File: src/rtl/dmem_arbiter.sv
// dmem_arbiter: round-robin arbiter between two cores and one single-port data memory, plus a test-and-set lock register.
// Latency: writes complete in the grant cycle; memory and lock reads return one cycle after the grant.
// Backpressure: an eligible core that loses arbitration, or whose read is in flight, sees stall=1 and holds its command.
module dmem_arbiter #(
  parameter int                   W_CPU     = 32,
  parameter int                   W_MEM_CMD = 2,
  parameter logic [W_MEM_CMD-1:0] CMD_NOP   = W_MEM_CMD'(0),
  parameter logic [W_MEM_CMD-1:0] CMD_READ  = W_MEM_CMD'(1),
  parameter logic [W_MEM_CMD-1:0] CMD_WRITE = W_MEM_CMD'(2),
  parameter logic [W_CPU-1:0]     LOCK_ADDR = W_CPU'(32'h2FFC),
  parameter int                   W_CNT     = 16
) (
  input  logic                 clk,
  input  logic                 reset,
  input  logic [W_MEM_CMD-1:0] c0_mem_cmd,
  input  logic [W_CPU-1:0]     c0_addr,
  input  logic [W_CPU-1:0]     c0_wdata,
  output logic [W_CPU-1:0]     c0_rdata,
  output logic                 c0_rvalid,
  output logic                 c0_stall,
  input  logic [W_MEM_CMD-1:0] c1_mem_cmd,
  input  logic [W_CPU-1:0]     c1_addr,
  input  logic [W_CPU-1:0]     c1_wdata,
  output logic [W_CPU-1:0]     c1_rdata,
  output logic                 c1_rvalid,
  output logic                 c1_stall,
  output logic [W_MEM_CMD-1:0] m_mem_cmd,
  output logic [W_CPU-1:0]     m_addr,
  output logic [W_CPU-1:0]     m_wdata,
  input  logic [W_CPU-1:0]     m_rdata,
  output logic                 lock_held,
  output logic                 lock_owner,
  output logic [W_CNT-1:0]     contention_cnt
);

  logic             c0_rd, c0_wr, c1_rd, c1_wr;
  logic             c0_elig, c1_elig;
  logic             c0_gnt, c1_gnt, gnt_any;
  logic             last_grant;
  logic             c0_ret, c1_ret;
  logic             c0_ret_lock, c1_ret_lock;
  logic             c0_lock_val, c1_lock_val;
  logic             gnt_rd, gnt_lock;
  logic [W_CPU-1:0] gnt_addr, gnt_wdata;

  // Unknown encodings decode as neither read nor write, i.e. as NOP.
  assign c0_rd = (c0_mem_cmd == CMD_READ);
  assign c0_wr = (c0_mem_cmd == CMD_WRITE);
  assign c1_rd = (c1_mem_cmd == CMD_READ);
  assign c1_wr = (c1_mem_cmd == CMD_WRITE);

  // A core sitting in its read-return cycle is not eligible, so its held command is not reissued.
  // Gating with reset keeps every combinational output at its idle value while reset is low.
  assign c0_elig = reset && (c0_rd || c0_wr) && !c0_ret;
  assign c1_elig = reset && (c1_rd || c1_wr) && !c1_ret;

  // On contention the core that did not win last time is granted.
  assign c0_gnt  = c0_elig && (!c1_elig || last_grant);
  assign c1_gnt  = c1_elig && !c0_gnt;
  assign gnt_any = c0_gnt || c1_gnt;

  // Granted writes finish this cycle; granted reads and losers stall.
  assign c0_stall = c0_elig && !(c0_gnt && c0_wr);
  assign c1_stall = c1_elig && !(c1_gnt && c1_wr);

  // Select the granted core's request.
  always_comb begin
    gnt_rd    = 1'b0;
    gnt_addr  = '0;
    gnt_wdata = '0;
    if (c0_gnt) begin
      gnt_rd    = c0_rd;
      gnt_addr  = c0_addr;
      gnt_wdata = c0_wdata;
    end else if (c1_gnt) begin
      gnt_rd    = c1_rd;
      gnt_addr  = c1_addr;
      gnt_wdata = c1_wdata;
    end
  end

  assign gnt_lock = gnt_any && (gnt_addr == LOCK_ADDR);

  // Drive the memory port only for a granted non-lock access; otherwise idle with zeroed address/data.
  always_comb begin
    m_mem_cmd = CMD_NOP;
    m_addr    = '0;
    m_wdata   = '0;
    if (gnt_any && !gnt_lock) begin
      m_mem_cmd = gnt_rd ? CMD_READ : CMD_WRITE;
      m_addr    = gnt_addr;
      m_wdata   = gnt_wdata;
    end
  end

  // Read data: lock reads return the sampled lock state, memory reads pass m_rdata straight through.
  assign c0_rvalid = c0_ret;
  assign c1_rvalid = c1_ret;
  assign c0_rdata  = !c0_ret ? '0 : (c0_ret_lock ? {{(W_CPU-1){1'b0}}, c0_lock_val} : m_rdata);
  assign c1_rdata  = !c1_ret ? '0 : (c1_ret_lock ? {{(W_CPU-1){1'b0}}, c1_lock_val} : m_rdata);

  // Track the one-cycle read return for each core, including the test-and-set result.
  always_ff @(posedge clk or negedge reset) begin
    if (!reset) begin
      c0_ret      <= 1'b0;
      c1_ret      <= 1'b0;
      c0_ret_lock <= 1'b0;
      c1_ret_lock <= 1'b0;
      c0_lock_val <= 1'b0;
      c1_lock_val <= 1'b0;
    end else begin
      c0_ret      <= c0_gnt && c0_rd;
      c1_ret      <= c1_gnt && c1_rd;
      c0_ret_lock <= c0_gnt && gnt_lock;
      c1_ret_lock <= c1_gnt && gnt_lock;
      c0_lock_val <= lock_held;
      c1_lock_val <= lock_held;
    end
  end

  // Remember which core was granted last for round-robin; core 0 wins the first contention.
  always_ff @(posedge clk or negedge reset) begin
    if (!reset) begin
      last_grant <= 1'b1;
    end else if (c0_gnt) begin
      last_grant <= 1'b0;
    end else if (c1_gnt) begin
      last_grant <= 1'b1;
    end
  end

  // Test-and-set acquires a free lock; only the owner writing bit0=0 releases it.
  always_ff @(posedge clk or negedge reset) begin
    if (!reset) begin
      lock_held  <= 1'b0;
      lock_owner <= 1'b0;
    end else if (gnt_lock) begin
      if (gnt_rd) begin
        if (!lock_held) begin
          lock_held  <= 1'b1;
          lock_owner <= c1_gnt;
        end
      end else if (lock_held && (lock_owner == c1_gnt) && !gnt_wdata[0]) begin
        lock_held <= 1'b0;
      end
    end
  end

  // Count cycles where both cores were eligible, saturating at all-ones.
  always_ff @(posedge clk or negedge reset) begin
    if (!reset) begin
      contention_cnt <= '0;
    end else if (c0_elig && c1_elig && !(&contention_cnt)) begin
      contention_cnt <= contention_cnt + 1'b1;
    end
  end

endmodule
File: config.mk
export PLATFORM = sky130hd
export DESIGN_NAME = dmem_arbiter
export DESIGN_NICKNAME = d
export VERILOG_FILES = /design/src/rtl/dmem_arbiter.sv
export SDC_FILE = /design/constraint.sdc
export NUM_CORES = 1
export LEC_CHECK = 0
export ABC_CLOCK_PERIOD_IN_PS = 3300
export BUFFER_PORTS_ARGS = -buffer_cell sky130_fd_sc_hd__buf_2
export CAP_MARGIN = 5
export CORE_AREA = 2 2 123 125
export DETAILED_ROUTE_END_ITERATION = 12
export DIE_AREA = 0 0 125 127
export PLACE_DENSITY = 0.58
export SLEW_MARGIN = 5
export SYNTH_ARGS = -nofsm -noshare
export SYNTH_HDL_FRONTEND = slang
export SYNTH_SLANG_ARGS = --single-unit
File: constraint.sdc
create_clock -name clk -period 3.3 [get_ports clk]
set_input_delay 0.165 -clock clk [delete_from_list [all_inputs] [get_ports clk]]
set_output_delay 0.165 -clock clk [all_outputs]
set_load 0.02 [all_outputs]
==> results of run 1 <==
cells in the mapped netlist, types with 6 or more instances:
master / count
and2_1: 64
nand2_1: 51
nand3_1: 47
a21oi_1: 40
clkbuf_1: 23
dfrtp_1: 23
a22o_1: 21
nor2_1: 16
xnor2_1: 11
nor4_1: 10
nand4_1: 7
inv_1: 6
nor3_1: 6
worst register-to-register path, delay by kind of cell, from the launching register on:
kind                   cells  cell delay [ns]
buffers and inverters      1             0.44
flip-flops                 1             0.44
multiplexers               1             0.37
AND/OR/NAND/NOR            3             0.68
AO/OA/AOI/OAI              2             0.61
area by class of cell:
| type | count | share of cell area (%) |
|---|---|---|
| Sequential cell | 24 | 12.9 |
| Clock buffer | 3 | 1.61 |
| Antenna cell | 1 | 0.0538 |
| Multi-Input combinational cell | 328 | 43.0 |
| Timing Repair Buffer | 329 | 36.3 |
| Inverter | 6 | 0.484 |
| Clock inverter | 1 | 0.645 |
| Tap cell | 184 | 4.95 |
routing by layer:
metal	up-vias	GRT usage, %
met4	2	2.35
met3	8	2.30
li1	1985	-
met5	-	0
met2	220	29.8
met1	1876	19.2
through the flow:
step           power (mW)  util (%)  hold WS (ns)
4_1_cts              1.45      32.2       0.00261
3_5_place_dp         1.10      31.5         0.273
2_1_floorplan       0.790         -        -0.131
5_1_grt              1.53      32.3       0.00625
6_report             1.44      32.3       -0.0285
3_3_place_gp         1.10      31.5         0.283
worst max path at each step:
stage                               to  cells past startpoint
after floorplan             m_addr[13]                     11
after global placement    m_mem_cmd[1]                     11
after detailed placement  m_mem_cmd[1]                     11
after CTS                 m_mem_cmd[1]                      7
after global routing      m_mem_cmd[1]                      7
final                     m_mem_cmd[1]                      7
power by group through the flow:
stage | logic (mW) | clock network (mW) | registers, mW
floorplan | 0.395 | 0 | 0.395
global placement | 0.733 | 0 | 0.371
detailed placement | 0.732 | 0 | 0.372
CTS | 0.735 | 0.351 | 0.367
global route | 0.793 | 0.366 | 0.372
finish | 0.728 | 0.344 | 0.366
cells by family (layout without fill, tap and decap cells):
family,after synthesis,after routing
AND/OR/NAND/NOR,221,221
flip-flops,24,24
other,0,1
AO/OA/AOI/OAI,83,83
multiplexers,4,4
adder cells (fa/ha/maj),5,5
XOR/XNOR,15,15
buffers and inverters,37,339
==> run_results.csv, run 1 <==
group,metric,value,unit
sta,setup_viol,0,
synthesis,synthXorXnorAreaFrac,4.74,%
setup_path,timing.critical_path.slowest_stage_cell,"dfstp_2",
final_layout,seq_area,602,sq um
sta,hold_viol,23,
cts,post_cts_buffers,0,
sta,period_minus_slack,3.13,ns
placement,postPlaceCellArea,0.00455,sq mm
power_and_ir_drop,p_int,0.849,mW
power_and_ir_drop,combPwrFrac,50.6,%
power_and_ir_drop,pwr_density_cell,309,mW/mm^2
setup_path,crit_chain,"or3b_2 -> and2_1 -> a32oi_1 -> a211o_1 -> o31ai_4 -> nor3_1 -> buf_2",
detailed_routing,wl_met2,7.16,mm
final_layout,n_fill_cell,1617,
floorplan,top_level_ports,318,
floorplan,rows,44,
final_layout,final_cells,876,
final_layout,top_register,"contention_cnt",
placement,routabilityCongestion,0.861,
synthesis,yosysWarnings,0,
detailed_routing,wl_per_cell,15.8,um
cts,clk_pin_slew_worst_paths,0.06,ns
global_route,grt_pass1_wl,20.3,mm
synthesis,yosysTopAreaCell,"dfrtp_1",
cts,root_buffer,"clkbuf_16",
power_and_ir_drop,ir_drop,0.186,mV
synthesis,synthArstFlopShare,100,%
sta,whs,-0.0285,ns
cts,holdBufCountCts,0,
synthesis,synth-simple-area-share,42.6,%
final_layout,multi_input_area,0.00200,sq mm
power_and_ir_drop,seq_power_share,25.5,%
floorplan,die_w,125,um
final_layout,drive_above_1_share,50.2,%
synthesis,synth.area.top_cells,"dfrtp_1, and2_1, nand3_1",
job,max_cap_viol_count,0,
final_layout,final_area,0.00465,sq mm
final_layout,mostFrequentLayoutCells,"buf_2, and2_1, nand2_1",
detailed_routing,via_count,4091,
setup_path,startpoint,"last_grant",
cts,insertion_delay,0.26,ns
floorplan,die_height,127,um
sta,fin_skew,0.00406,ns
power_and_ir_drop,p_leak,2.59,nW
placement,dp.final_hpwl,11.5,mm
outcome,violations,"hold timing",
sta,slew_viol_final,0,
setup_path,cp_data_arrival_time,2.97,ns
setup_path,crit_buf_inv,1,
worst_hold_path,worst_hold_path_type,"primary input to asynchronous set/reset pin",
final_layout,syn_to_final_growth,67.8,%
power_and_ir_drop,swShare,41.0,%
final_layout,nNetsFinal,863,
setup_path,start_kind,"register",
sta,slew_headroom,39.0,%
setup_path,critical_path_class,"register to output port",
detailed_routing,final_antenna_net_count,0,
detailed_routing,drtPass1Iterations,4,
synthesis,synth_mux_area_share,1.53,%
setup_path,reg2reg_depth,7,
synthesis,synth_edf_count,0,
power_and_ir_drop,switchingPower,0.589,mW
sta,layout_setup_ws,0.168,ns
synthesis,syn-num-nets,560,
placement,io_buffer_count,317,
synthesis,synth-compound-area-share,20.7,%
detailed_routing,wl_met3,997,um
detailed_routing,routed_wl,13.9,mm
synthesis,seq_area_frac_synth,21.7,%
setup_path,critPathRequiredTime,3.13,ns
global_route,grt_start_max_net_pins,47,
cts,cts_buffers,3,
final_layout,final_common_cell,"buf_2",
synthesis,netlist_area,0.00277,sq mm
global_route,first_global_vias,3703,
floorplan,start_util,19.2,%
setup_path,ff2ff_setup_slack,0.64,ns
floorplan,dieArea,0.0159,sq mm
sta,tns,0,ns
synthesis,synth_flop_cell,"dfrtp_1",
detailed_routing,drt-vias-per-instance,4.67,
cts,cts.sinks,24,
sta,max_freq,319,MHz
global_route,grt_use_total,15.7,%
cts,htree_levels,1,
synthesis,syn_avg_cell_area,7.13,sq um
setup_path,crit_family,"simple AND/OR/NAND/NOR gates",
final_layout,largest_reg_flops,16,
sta,tightest_slew,0.912,ns
global_route,antenna_found_initial,2,
sta,timing.final.crit_share,94.9,%
cts,post_cts_resized,0,
setup_path,cp_max_fo,9,
detailed_routing,top_layer,"met5",
synthesis,netlist_instances,389,
cts,clock_path_buffers,2,
placement,dp.cells,871,
placement,place_ws,0.166,ns
cts,cts_tree,"yes",
global_route,grt_overflow,0,
setup_path,reg2reg_from,"c1_rvalid",
setup_path,critical_path.max_stage_delay,0.54,ns
detailed_routing,drt-met1-wl,5.62,mm
detailed_routing,first_iter_violations,253,
synthesis,synth.distinct_cells,47,
floorplan,core,0.0144,sq mm
outcome,status,"finished, violations left",
detailed_routing,drc_errors,0,
setup_path,critPathCaptureType,"output port",
synthesis,ys_ff_latch,24,
synthesis,synth_top_family_by_area,"simple AND/OR/NAND/NOR gates",
sta,grt_setup_unrepaired,"no",
power_and_ir_drop,clock_power_share,23.9,%
setup_path,rr_endpoint,"lock_owner",
synthesis,synth_top_area_share,20.8,%
synthesis,synth_adder_area_share,2.26,%
Power figures use the tool's default switching activity.
==> run 2: changes to the inputs <==
==> constraint.sdc (replaced) <==
create_clock -name clk -period 3.3 [get_ports clk]
set_input_delay 0.66 -clock clk [delete_from_list [all_inputs] [get_ports clk]]
set_output_delay 0.66 -clock clk [all_outputs]
set_load 0.02 [all_outputs]
==> run 2 against run 1 <==
Net effect:
- the flow finishes with violations (setup timing)
- worst hold slack improved by 0.23 ns
- clock skew rose by 0.0011 ns
- sequential share of layout area fell by 2.6 points
- first-iteration DRC count rose by 29%
- largest cell class is now non-clock buffers
==> run_results.csv, run 2 (same netlist as run 1, synthesis figures left out) <==
group,metric,value,unit
final_layout,nNetsFinal,925,
sta,slew_viol_final,0,
cts,holdBufCountCts,0,
sta,timing.final.crit_share,110,%
detailed_routing,final_antenna_net_count,0,
floorplan,dieArea,0.0159,sq mm
setup_path,critical_path.max_stage_delay,0.38,ns
detailed_routing,first_iter_violations,327,
final_layout,fin_util,40.2,%
setup_path,crit_family,"buffers and inverters",
setup_path,crit_path_frequent_cell,"buf_6",
cts,htree_levels,1,
final_layout,final_area,0.00580,sq mm
cts,insertion_delay,0.26,ns
sta,grt_setup_unrepaired,"yes",
outcome,violations,"setup timing",
setup_path,reg2reg_depth,10,
sta,fin_skew,0.00518,ns
sta,layout_setup_ws,-0.338,ns
setup_path,crit_chain,"buf_8 -> inv_4 -> ha_4 -> nor3b_4 -> buf_6 -> buf_6 -> nand4_1 -> a221oi_4 -> nand3_4 -> o31ai_4 -> buf_6 -> buf_12 -> buf_12 -> buf_6 -> a21oi_4 -> buf_6",
job,max_cap_viol_count,0,
cts,cts.sinks,24,
global_route,grt_overflow,0,
setup_path,ff2ff_setup_slack,0.64,ns
detailed_routing,wl_per_cell,15.7,um
final_layout,syn_to_final_growth,109,%
sta,setup_viol,45,
placement,dp.final_hpwl,11.9,mm
setup_path,timing.critical_path.slowest_stage_cell,"a221oi_4",
global_route,antenna_found_initial,0,
cts,clock_path_buffers,2,
floorplan,core,0.0144,sq mm
setup_path,cp_data_arrival_time,2.98,ns
final_layout,largest_reg_flops,16,
placement,postPlaceCellArea,0.00524,sq mm
power_and_ir_drop,ir_drop,0.176,mV
sta,tns,-11.61,ns
power_and_ir_drop,p_total,1.65,mW
power_and_ir_drop,p_leak,2.97,nW
detailed_routing,drtPass1Iterations,4,
floorplan,rows,44,
placement,io_buffer_count,317,
placement,routabilityCongestion,0.841,
final_layout,final_common_cell,"buf_2",
setup_path,cp_max_fo,7,
placement,place_ws,-0.423,ns
final_layout,diodes,0,
cts,root_buffer,"clkbuf_16",
detailed_routing,via_count,4274,
setup_path,critPathCaptureType,"output port",
setup_path,rr_endpoint,"lock_owner",
power_and_ir_drop,pwr_density_cell,285,mW/mm^2
detailed_routing,drt-vias-per-instance,4.56,
floorplan,die_height,127,um
outcome,status,"finished, violations left",
floorplan,top_level_ports,318,
sta,slew_headroom,60.0,%
global_route,grt_use_total,17.1,%
final_layout,top_register,"contention_cnt",
cts,cts_tree,"yes",
sta,hold_viol,0,
setup_path,reg2reg_from,"last_grant",
global_route,first_global_vias,4142,
sta,max_freq,275,MHz
global_route,grt_pass1_wl,22.4,mm
cts,clk_pin_slew_worst_paths,0.06,ns
worst_hold_path,worst_hold_path_type,"primary input to asynchronous set/reset pin",
sta,period_minus_slack,3.64,ns
detailed_routing,routed_wl,14.7,mm
setup_path,critical_path_class,"primary input to output port",
final_layout,mostFrequentLayoutCells,"buf_2, buf_4, and2_1",
setup_path,crit_buf_inv,9,
floorplan,die_w,125,um
setup_path,critPathRequiredTime,2.64,ns
setup_path,start_kind,"primary input",
detailed_routing,drc_errors,0,
global_route,grt_start_max_net_pins,35,
sta,tightest_slew,0.599,ns
final_layout,drive_above_1_share,61.1,%
floorplan,start_util,19.2,%
cts,cts_buffers,3,
[run 2: layout make-up]
type,instances,area [sq um]
tap,184,230
multi-input combinational,328,2420
sequential,24,602
inverter,6,27.5
fill,1538,8620
timing repair buffer,391,2430
clock buffer,4,88.8
[run 2: power breakdown]
group          switching, mW  internal [mW]
registers             0.0372          0.327
clock network          0.105          0.185
logic                  0.547          0.452
total                  0.689          0.965
[run 2: how the worst max path moves through the flow]
stage,startpoint,to,slack [ns],cells past startpoint
6_report,c0_mem_cmd[0],m_wdata[2],-0.34,16
5_1_grt,c0_mem_cmd[0],m_wdata[1],-0.44,16
4_1_cts,c0_mem_cmd[1],m_wdata[7],-0.32,15
3_5_place_dp,c0_mem_cmd[1],m_addr[9],-0.42,11
3_3_place_gp,c0_mem_cmd[1],m_addr[8],-0.42,11
2_1_floorplan,c0_mem_cmd[1],m_addr[10],-0.13,9
[run 2: worst reg2reg max path: cells and delay by family (launching register included)]
kind            cells  cell delay [ns]
simple gates        4             0.76
flops               1             0.55
buf+inv             4             0.48
compound gates      1             0.38
mux                 1             0.38
[run 2: repair_timing]
item	4_1_cts	5_1_grt
buffers inserted	19	0
gates resized for setup	76	6
gates cloned	2	0
pin swaps	9	6
endpoints found under the setup margin	45	45
[run 2: through the flow]
step                      instances  hold WS [ns]
final                           937         0.201
after global routing            937         0.196
after CTS                       938         0.203
after detailed placement        914         0.449
after global placement          914         0.428
after floorplan                 389         0.364
[run 2: per-layer routing]
metal | track usage, % | up-vias | part of all wire, %
li1 | - | 2114 | -
met1 | 23.9 | 1979 | 44
met2 | 29.2 | 169 | 50
met3 | 1.42 | 12 | 5.3
met4 | 3.20 | 0 | 0.98
met5 | 0 | - | 0
